==> config.mk <==
export PLATFORM = sky130hd
export DESIGN_NAME = memory_access_stage_flat
export DESIGN_NICKNAME = d
export VERILOG_FILES = /design/src/rtl/memory_access_stage_if.sv /design/src/rtl/memory_access_stage.sv /design/src/flat_wrapper.sv
export SDC_FILE = /design/constraint.sdc
export NUM_CORES = 1
export LEC_CHECK = 0
export CAP_MARGIN = 20
export CELL_PAD_IN_SITES_DETAIL_PLACEMENT = 0
export CELL_PAD_IN_SITES_GLOBAL_PLACEMENT = 1
export CORE_MARGIN = 1
export CORE_UTILIZATION = 26
export DETAILED_ROUTE_END_ITERATION = 8
export GPL_ROUTABILITY_DRIVEN = 0
export PLACE_DENSITY_LB_ADDON = 0.1
export SYNTH_ARGS = -nofsm -noshare
export SYNTH_HDL_FRONTEND = slang
export SYNTH_SLANG_ARGS = --single-unit
==> constraint.sdc <==
create_clock -name clk -period 2.7 [get_ports clk]
set_clock_uncertainty 0.15 [all_clocks]
set_input_delay 0.54 -clock clk [delete_from_list [all_inputs] [get_ports clk]]
set_output_delay 0.54 -clock clk [all_outputs]
set_load 0.01 [all_outputs]
==> src/rtl/memory_access_stage_if.sv <==
// Bundle of the EX/MEM handshake, the data-RAM port and the WB result bus seen by the MEM stage.
// The master side is whoever feeds the stage and owns the RAM; the slave side is the stage itself.
interface memory_access_stage_if;
    logic        in_valid;
    logic        in_ready;
    logic        in_mem_read;
    logic        in_mem_write;
    logic [1:0]  in_size;
    logic        in_unsigned;
    logic [31:0] in_addr;
    logic [31:0] in_store_data;
    logic        in_reg_write;
    logic [4:0]  in_rd;

    logic        mem_ena;
    logic [3:0]  mem_wea;
    logic [11:0] mem_addra;
    logic [31:0] mem_dina;
    logic [31:0] mem_douta;

    logic        out_valid;
    logic        out_reg_write;
    logic [4:0]  out_rd;
    logic [31:0] out_data;
    logic        out_fault;

    modport master (
        output in_valid, in_mem_read, in_mem_write, in_size, in_unsigned,
               in_addr, in_store_data, in_reg_write, in_rd, mem_douta,
        input  in_ready, mem_ena, mem_wea, mem_addra, mem_dina,
               out_valid, out_reg_write, out_rd, out_data, out_fault
    );

    modport slave (
        input  in_valid, in_mem_read, in_mem_write, in_size, in_unsigned,
               in_addr, in_store_data, in_reg_write, in_rd, mem_douta,
        output in_ready, mem_ena, mem_wea, mem_addra, mem_dina,
               out_valid, out_reg_write, out_rd, out_data, out_fault
    );
endinterface

==> src/rtl/memory_access_stage.sv <==
// MEM pipeline stage: drives the data RAM with lane-steered stores, waits one cycle for load data,
// then sign/zero-extends it and registers the result (or an alignment/range fault) toward WB.
module memory_access_stage (
    input  logic                 clk,
    input  logic                 reset,
    memory_access_stage_if.slave bus
);

    typedef enum logic {IDLE, LOAD_WAIT} state_e;

    state_e      state_q;
    logic [1:0]  offset_q;
    logic [1:0]  size_q;
    logic        unsigned_q;
    logic        reg_write_q;
    logic [4:0]  rd_q;

    logic        out_valid_q;
    logic        out_reg_write_q;
    logic        out_fault_q;
    logic [4:0]  out_rd_q;
    logic [31:0] out_data_q;

    logic        in_ready_w;
    logic        accept;
    logic        is_store;
    logic        is_load;
    logic        mem_op;
    logic        size_half;
    logic        size_word;
    logic        fault;
    logic        access;
    logic [3:0]  wea_lanes;
    logic [31:0] dina_lanes;
    logic [7:0]  lane_byte;
    logic [15:0] lane_half;
    logic [31:0] load_value;

    assign in_ready_w = (state_q == IDLE) && !reset;
    assign accept     = bus.in_valid && in_ready_w;
    assign is_store   = bus.in_mem_write;
    assign is_load    = bus.in_mem_read && !bus.in_mem_write;
    assign mem_op     = is_store || is_load;
    assign size_half  = (bus.in_size == 2'b01);
    assign size_word  = bus.in_size[1];

    assign fault = mem_op && ((size_half && bus.in_addr[0]) ||
                              (size_word && (bus.in_addr[1:0] != 2'b00)) ||
                              (bus.in_addr[31:14] != 18'd0));
    assign access = accept && mem_op && !fault;

    // Little-endian lane steering: replicate the store data so every enabled lane sees its byte.
    always_comb begin
        wea_lanes  = 4'b1111;
        dina_lanes = bus.in_store_data;
        if (bus.in_size == 2'b00) begin
            wea_lanes  = 4'b0001 << bus.in_addr[1:0];
            dina_lanes = {4{bus.in_store_data[7:0]}};
        end else if (size_half) begin
            wea_lanes  = bus.in_addr[1] ? 4'b1100 : 4'b0011;
            dina_lanes = {2{bus.in_store_data[15:0]}};
        end
    end

    assign bus.in_ready  = in_ready_w;
    assign bus.mem_ena   = access;
    assign bus.mem_wea   = (access && is_store) ? wea_lanes : 4'b0000;
    assign bus.mem_addra = access ? bus.in_addr[13:2] : 12'd0;
    assign bus.mem_dina  = (access && is_store) ? dina_lanes : 32'd0;

    assign lane_byte = bus.mem_douta[{offset_q, 3'b000} +: 8];
    assign lane_half = offset_q[1] ? bus.mem_douta[31:16] : bus.mem_douta[15:0];

    always_comb begin
        load_value = bus.mem_douta;
        case (size_q)
            2'b00:   load_value = unsigned_q ? {24'd0, lane_byte} : {{24{lane_byte[7]}}, lane_byte};
            2'b01:   load_value = unsigned_q ? {16'd0, lane_half} : {{16{lane_half[15]}}, lane_half};
            default: load_value = bus.mem_douta;
        endcase
    end

    // Reset wins over LOAD_WAIT so a pending load is simply dropped.
    always_ff @(posedge clk) begin
        if (reset) begin
            state_q         <= IDLE;
            offset_q        <= 2'b00;
            size_q          <= 2'b00;
            unsigned_q      <= 1'b0;
            reg_write_q     <= 1'b0;
            rd_q            <= 5'd0;
            out_valid_q     <= 1'b0;
            out_reg_write_q <= 1'b0;
            out_fault_q     <= 1'b0;
            out_rd_q        <= 5'd0;
            out_data_q      <= 32'd0;
        end else begin
            case (state_q)
                IDLE: begin
                    out_valid_q <= 1'b0;
                    if (accept) begin
                        if (is_load && !fault) begin
                            offset_q    <= bus.in_addr[1:0];
                            size_q      <= bus.in_size;
                            unsigned_q  <= bus.in_unsigned;
                            reg_write_q <= bus.in_reg_write;
                            rd_q        <= bus.in_rd;
                            state_q     <= LOAD_WAIT;
                        end else begin
                            out_valid_q     <= 1'b1;
                            out_fault_q     <= fault;
                            out_rd_q        <= bus.in_rd;
                            out_reg_write_q <= !fault && !mem_op && bus.in_reg_write;
                            out_data_q      <= fault ? 32'd0 : bus.in_addr;
                        end
                    end
                end
                LOAD_WAIT: begin
                    out_valid_q     <= 1'b1;
                    out_fault_q     <= 1'b0;
                    out_rd_q        <= rd_q;
                    out_reg_write_q <= reg_write_q;
                    out_data_q      <= load_value;
                    state_q         <= IDLE;
                end
                default: state_q <= IDLE;
            endcase
        end
    end

    assign bus.out_valid     = out_valid_q;
    assign bus.out_reg_write = out_reg_write_q;
    assign bus.out_fault     = out_fault_q;
    assign bus.out_rd        = out_rd_q;
    assign bus.out_data      = out_data_q;

endmodule

==> src/flat_wrapper.sv <==
// flat-port wrapper written by rule: the top's interface ports become plain ports
module memory_access_stage_flat 
  (clk, reset, bus_in_valid, bus_in_mem_read, bus_in_mem_write, bus_in_size, bus_in_unsigned, bus_in_addr, bus_in_store_data, bus_in_reg_write, bus_in_rd, bus_mem_douta, bus_in_ready, bus_mem_ena, bus_mem_wea, bus_mem_addra, bus_mem_dina, bus_out_valid, bus_out_reg_write, bus_out_rd, bus_out_data, bus_out_fault);
  memory_access_stage_if bus_i ();
  input  logic clk;
  input  logic reset;
  input wire logic [$bits(bus_i.in_valid)-1:0] bus_in_valid;
  input wire logic [$bits(bus_i.in_mem_read)-1:0] bus_in_mem_read;
  input wire logic [$bits(bus_i.in_mem_write)-1:0] bus_in_mem_write;
  input wire logic [$bits(bus_i.in_size)-1:0] bus_in_size;
  input wire logic [$bits(bus_i.in_unsigned)-1:0] bus_in_unsigned;
  input wire logic [$bits(bus_i.in_addr)-1:0] bus_in_addr;
  input wire logic [$bits(bus_i.in_store_data)-1:0] bus_in_store_data;
  input wire logic [$bits(bus_i.in_reg_write)-1:0] bus_in_reg_write;
  input wire logic [$bits(bus_i.in_rd)-1:0] bus_in_rd;
  input wire logic [$bits(bus_i.mem_douta)-1:0] bus_mem_douta;
  output wire logic [$bits(bus_i.in_ready)-1:0] bus_in_ready;
  output wire logic [$bits(bus_i.mem_ena)-1:0] bus_mem_ena;
  output wire logic [$bits(bus_i.mem_wea)-1:0] bus_mem_wea;
  output wire logic [$bits(bus_i.mem_addra)-1:0] bus_mem_addra;
  output wire logic [$bits(bus_i.mem_dina)-1:0] bus_mem_dina;
  output wire logic [$bits(bus_i.out_valid)-1:0] bus_out_valid;
  output wire logic [$bits(bus_i.out_reg_write)-1:0] bus_out_reg_write;
  output wire logic [$bits(bus_i.out_rd)-1:0] bus_out_rd;
  output wire logic [$bits(bus_i.out_data)-1:0] bus_out_data;
  output wire logic [$bits(bus_i.out_fault)-1:0] bus_out_fault;
  assign bus_i.in_valid = bus_in_valid;
  assign bus_i.in_mem_read = bus_in_mem_read;
  assign bus_i.in_mem_write = bus_in_mem_write;
  assign bus_i.in_size = bus_in_size;
  assign bus_i.in_unsigned = bus_in_unsigned;
  assign bus_i.in_addr = bus_in_addr;
  assign bus_i.in_store_data = bus_in_store_data;
  assign bus_i.in_reg_write = bus_in_reg_write;
  assign bus_i.in_rd = bus_in_rd;
  assign bus_i.mem_douta = bus_mem_douta;
  assign bus_in_ready = bus_i.in_ready;
  assign bus_mem_ena = bus_i.mem_ena;
  assign bus_mem_wea = bus_i.mem_wea;
  assign bus_mem_addra = bus_i.mem_addra;
  assign bus_mem_dina = bus_i.mem_dina;
  assign bus_out_valid = bus_i.out_valid;
  assign bus_out_reg_write = bus_i.out_reg_write;
  assign bus_out_rd = bus_i.out_rd;
  assign bus_out_data = bus_i.out_data;
  assign bus_out_fault = bus_i.out_fault;
  memory_access_stage u_core (.clk(clk), .reset(reset), .bus(bus_i));
endmodule
==> reports/metrics.cfg <==
[status]
status = complete, but fails checks
violations = negative setup slack

[synth]
synth_top_cell_by_area = dfxtp_1
synthesis.area_um2 = 3480
postSynthCellCount = 444
yosys.area_share.simple_pct = 24.8
synth_cell_type_count = 57
yosysTopAreaCellShare_pct = 29.9
synth_warnings = 0
synth_edf_count = 0
synth-xor-area-share_pct = 0
synth-async-reset-ratio_pct = 0
synth.area.top_cells = dfxtp_1 30%, mux2i_1 11%, nor2_1 6.8%
synth_mux_area_share_pct = 13.5
synth-seq-cells = 52
ys_seq_area_share_pct = 29.9
syn_nets = 554
synthAdderAreaFrac_pct = 0
syn_area_per_cell_um2 = 7.85
synth-main-ff-cell = dfxtp_1
synth_top_family_by_area = compound AO/OA/AOI/OAI gates
synth_compound_area_share_pct = 25.6

[timing]
worstMarginPinSlew_ns = 0.861
hold_viol = 0
relSlewSlack_pct = 42.5
finalWorstSetupSlack_ns = -0.136
fin_crit_sh_pct = 105
fin_setup_tns_ns = -2.45
fin_crit_ns = 2.84
fmax_mhz = 353
finalSetupViolCount = 42
final_max_slew_viol_count = 0
rsz0062_at_grt = yes

[route]
dr_wl_met3_um = 949
drt-initial-drc-count = 181
wl_met1_um = 6870
viasPerCell = 4.94
wl_met2_um = 6920
highest_layer = met4
route.detailed.drc = 0
wl_per_cell_um = 17.1
first_pass_iters = 4
drtAntennaViolNets = 0
wirelength_um = 14800
vias = 4263

[pwr]
p_comb_share_pct = 23.7
p_sw_share_pct = 25.8
pwr-share-seq_pct = 39.4
p_switching_mw = 0.524
clock_power_share_pct = 36.9
p_int_mw = 1.50
powerDensity_nw_per_um2 = 312
leakage_nw = 2.61
ir_worst_vdd_mv = 0.237

[clocking]
insertion_delay_ns = 0.29
cts_tree = yes
cts.path.max_buffers = 2
htreeDepth = 2
clockRootBuffer = clkbuf_16
clock_sinks = 52
clk_pin_slew_ns = 0.07
cts_inserted_buffers = 5

[flow_run]
cap_viol_max_count = 0

[critical_path]
rr_worst_depth = 5
cp_data_arrival_time_ns = 2.15
start_kind = primary input
required_ns = 2.01
worst_setup_path_end_kind = primary output
crit_fanout = 4
worstSetupPathType = primary input to primary output

[global_route]
grt-ovfl-total = 0
grt_start_max_net_pins = 41
grt_pass1_wl_um = 22800
antenna_found_initial = 1
track_usage_pct = 20.3
grt_pass1_vias = 4186

[placed_design]
dp_hpwl_um = 11200
dpl-instance-area_um2 = 5950
portBuffers = 199

[floorplan]
row_count = 41
die_area_um2 = 13900
fp.dieH_um = 118
num_io_pins = 200
core_um2 = 12800
start_util_pct = 27.2
die_w_um = 118

[min_path]
worstHoldPathCells = 2
hold_path.class = register to register

[layout]
area_growth_pct = 86.7
final_nets = 799
layout-drive-gt1-share_pct = 31.3
final_area_um2 = 6510

[cell families after synthesis]
kind of cell | count (synthesis)
buffers and inverters | 42
multiplexers | 44
flip-flops | 52
AO/OA/AOI/OAI | 137
AND/OR/NAND/NOR | 169
[cell usage in the layout (no fill, tap or decap), types with 13 or more instances in the layout]
cell and n:
a21oi_1 22, a31oi_1 15, and2_4 13, buf_2 30, buf_4 60, buf_6 36, clkdlybuf4s50_1 128, dfxtp_1 52
mux2i_1 38, nand2_1 36, nor2_1 47, nor2_4 15, o21ai_0 30
[per-stage QoR]
step	hold slack [ns]	setup WS, ns	power [mW]	std cells	util [%]
3_5_place_dp	0.291	-1.03	1.28	833	46.4
3_3_place_gp	0.289	-1.02	1.27	833	46.4
5_1_grt	0.318	-0.210	2.11	862	50.7
6_report	0.297	-0.136	2.03	863	50.7
4_1_cts	0.301	-0.148	2.03	857	47.9
2_1_floorplan	0.291	0.174	0.962	444	-
[Yosys cell counts (2+ instances only)]
cell / instances
a22oi_1: 2
dfxtp_1: 52
mux2_2: 4
mux2i_1: 38
nor2_1: 63
o31ai_1: 3
a21oi_1: 33
a22o_1: 6
o22ai_1: 5
o21bai_1: 2
nor4_1: 6
a31oi_1: 15
buf_4: 2
o21a_1: 5
a41o_1: 2
nor4_2: 4
buf_2: 10
buf_1: 4
or2_2: 6
and4_1: 2
o221ai_1: 2
and3_1: 2
buf_6: 2
o21ai_0: 30
a21o_1: 3
a32o_1: 5
nand2b_1: 3
nor2b_1: 2
or3_1: 2
clkbuf_2: 2
a221oi_1: 11
and2_1: 23
o21ai_1: 5
clkbuf_1: 13
nor3_1: 10
inv_1: 6
mux4_2: 2
nand4_1: 3
nand2_1: 36
[repair_timing]
| action | in CTS | in global routing |
|---|---|---|
| pin swaps | 19 | 16 |
| hold buffers | 0 | 0 |
| buffers inserted | 14 | 5 |
| cloned | 2 | 2 |
| resized for setup | 301 | 74 |
| setup endpoints to repair | 49 | 49 |
[critical path, stage by stage]
cell and delay [ns]:
buf_8 0.10, nor4_4 0.26, buf_4 0.16, and4_4 0.25, nand2_4 0.06, nor3_4 0.21
buf_2 0.17, buf_6 0.09, buf_6 0.08, and2_1 0.10, buf_2 0.12
[final timing paths]
check | start | to | slack, ns
setup / recovery | bus_in_addr[30] | bus_mem_addra[0] | -0.14
hold reg to reg | u_core.bus.out_data[25] | u_core.bus.out_data[25] | 0.30
setup reg to reg | u_core.state_q | u_core.bus.out_data[10] | 0.28
hold / removal | u_core.bus.out_data[25] | u_core.bus.out_data[25] | 0.30
[power groups by stage]
| stage | registers, mW | logic, mW | clock network, mW |
|---|---|---|---|
| after floorplan | 0.827 | 0.135 | 0 |
| after global placement | 0.817 | 0.457 | 0 |
| after detailed placement | 0.817 | 0.459 | 0 |
| after CTS | 0.800 | 0.468 | 0.764 |
| after global routing | 0.802 | 0.517 | 0.789 |
| final | 0.800 | 0.481 | 0.748 |
[layer usage]
metal  vias to the layer above  track usage [%]
li1                       2107                -
met1                      2010             28.0
met2                       142             33.9
met3                         4             4.02
met4                         0             1.36
met5                         -                0
[cell type report]
cell class	count	area (µm²)
fill	1257	6320
timing repair buffer	273	2560
multi-input combinational	350	2490
sequential	52	1040
tap	172	215
clock buffer	5	125
clock inverter	3	46.3
inverter	7	26.3
antenna	1	2.50
[state kept, by name, indices dropped and copies added, names as in the netlist]
register                  flops
u_core.bus.out_data          32
u_core.bus.out_rd             5
u_core.rd_q                   5
u_core.offset_q               2
u_core.size_q                 2
u_core.bus.out_fault          1
u_core.bus.out_reg_write      1
u_core.bus.out_valid          1
u_core.reg_write_q            1
u_core.state_q                1
u_core.unsigned_q             1
Note: power is estimated with default switching activity, not from simulation.
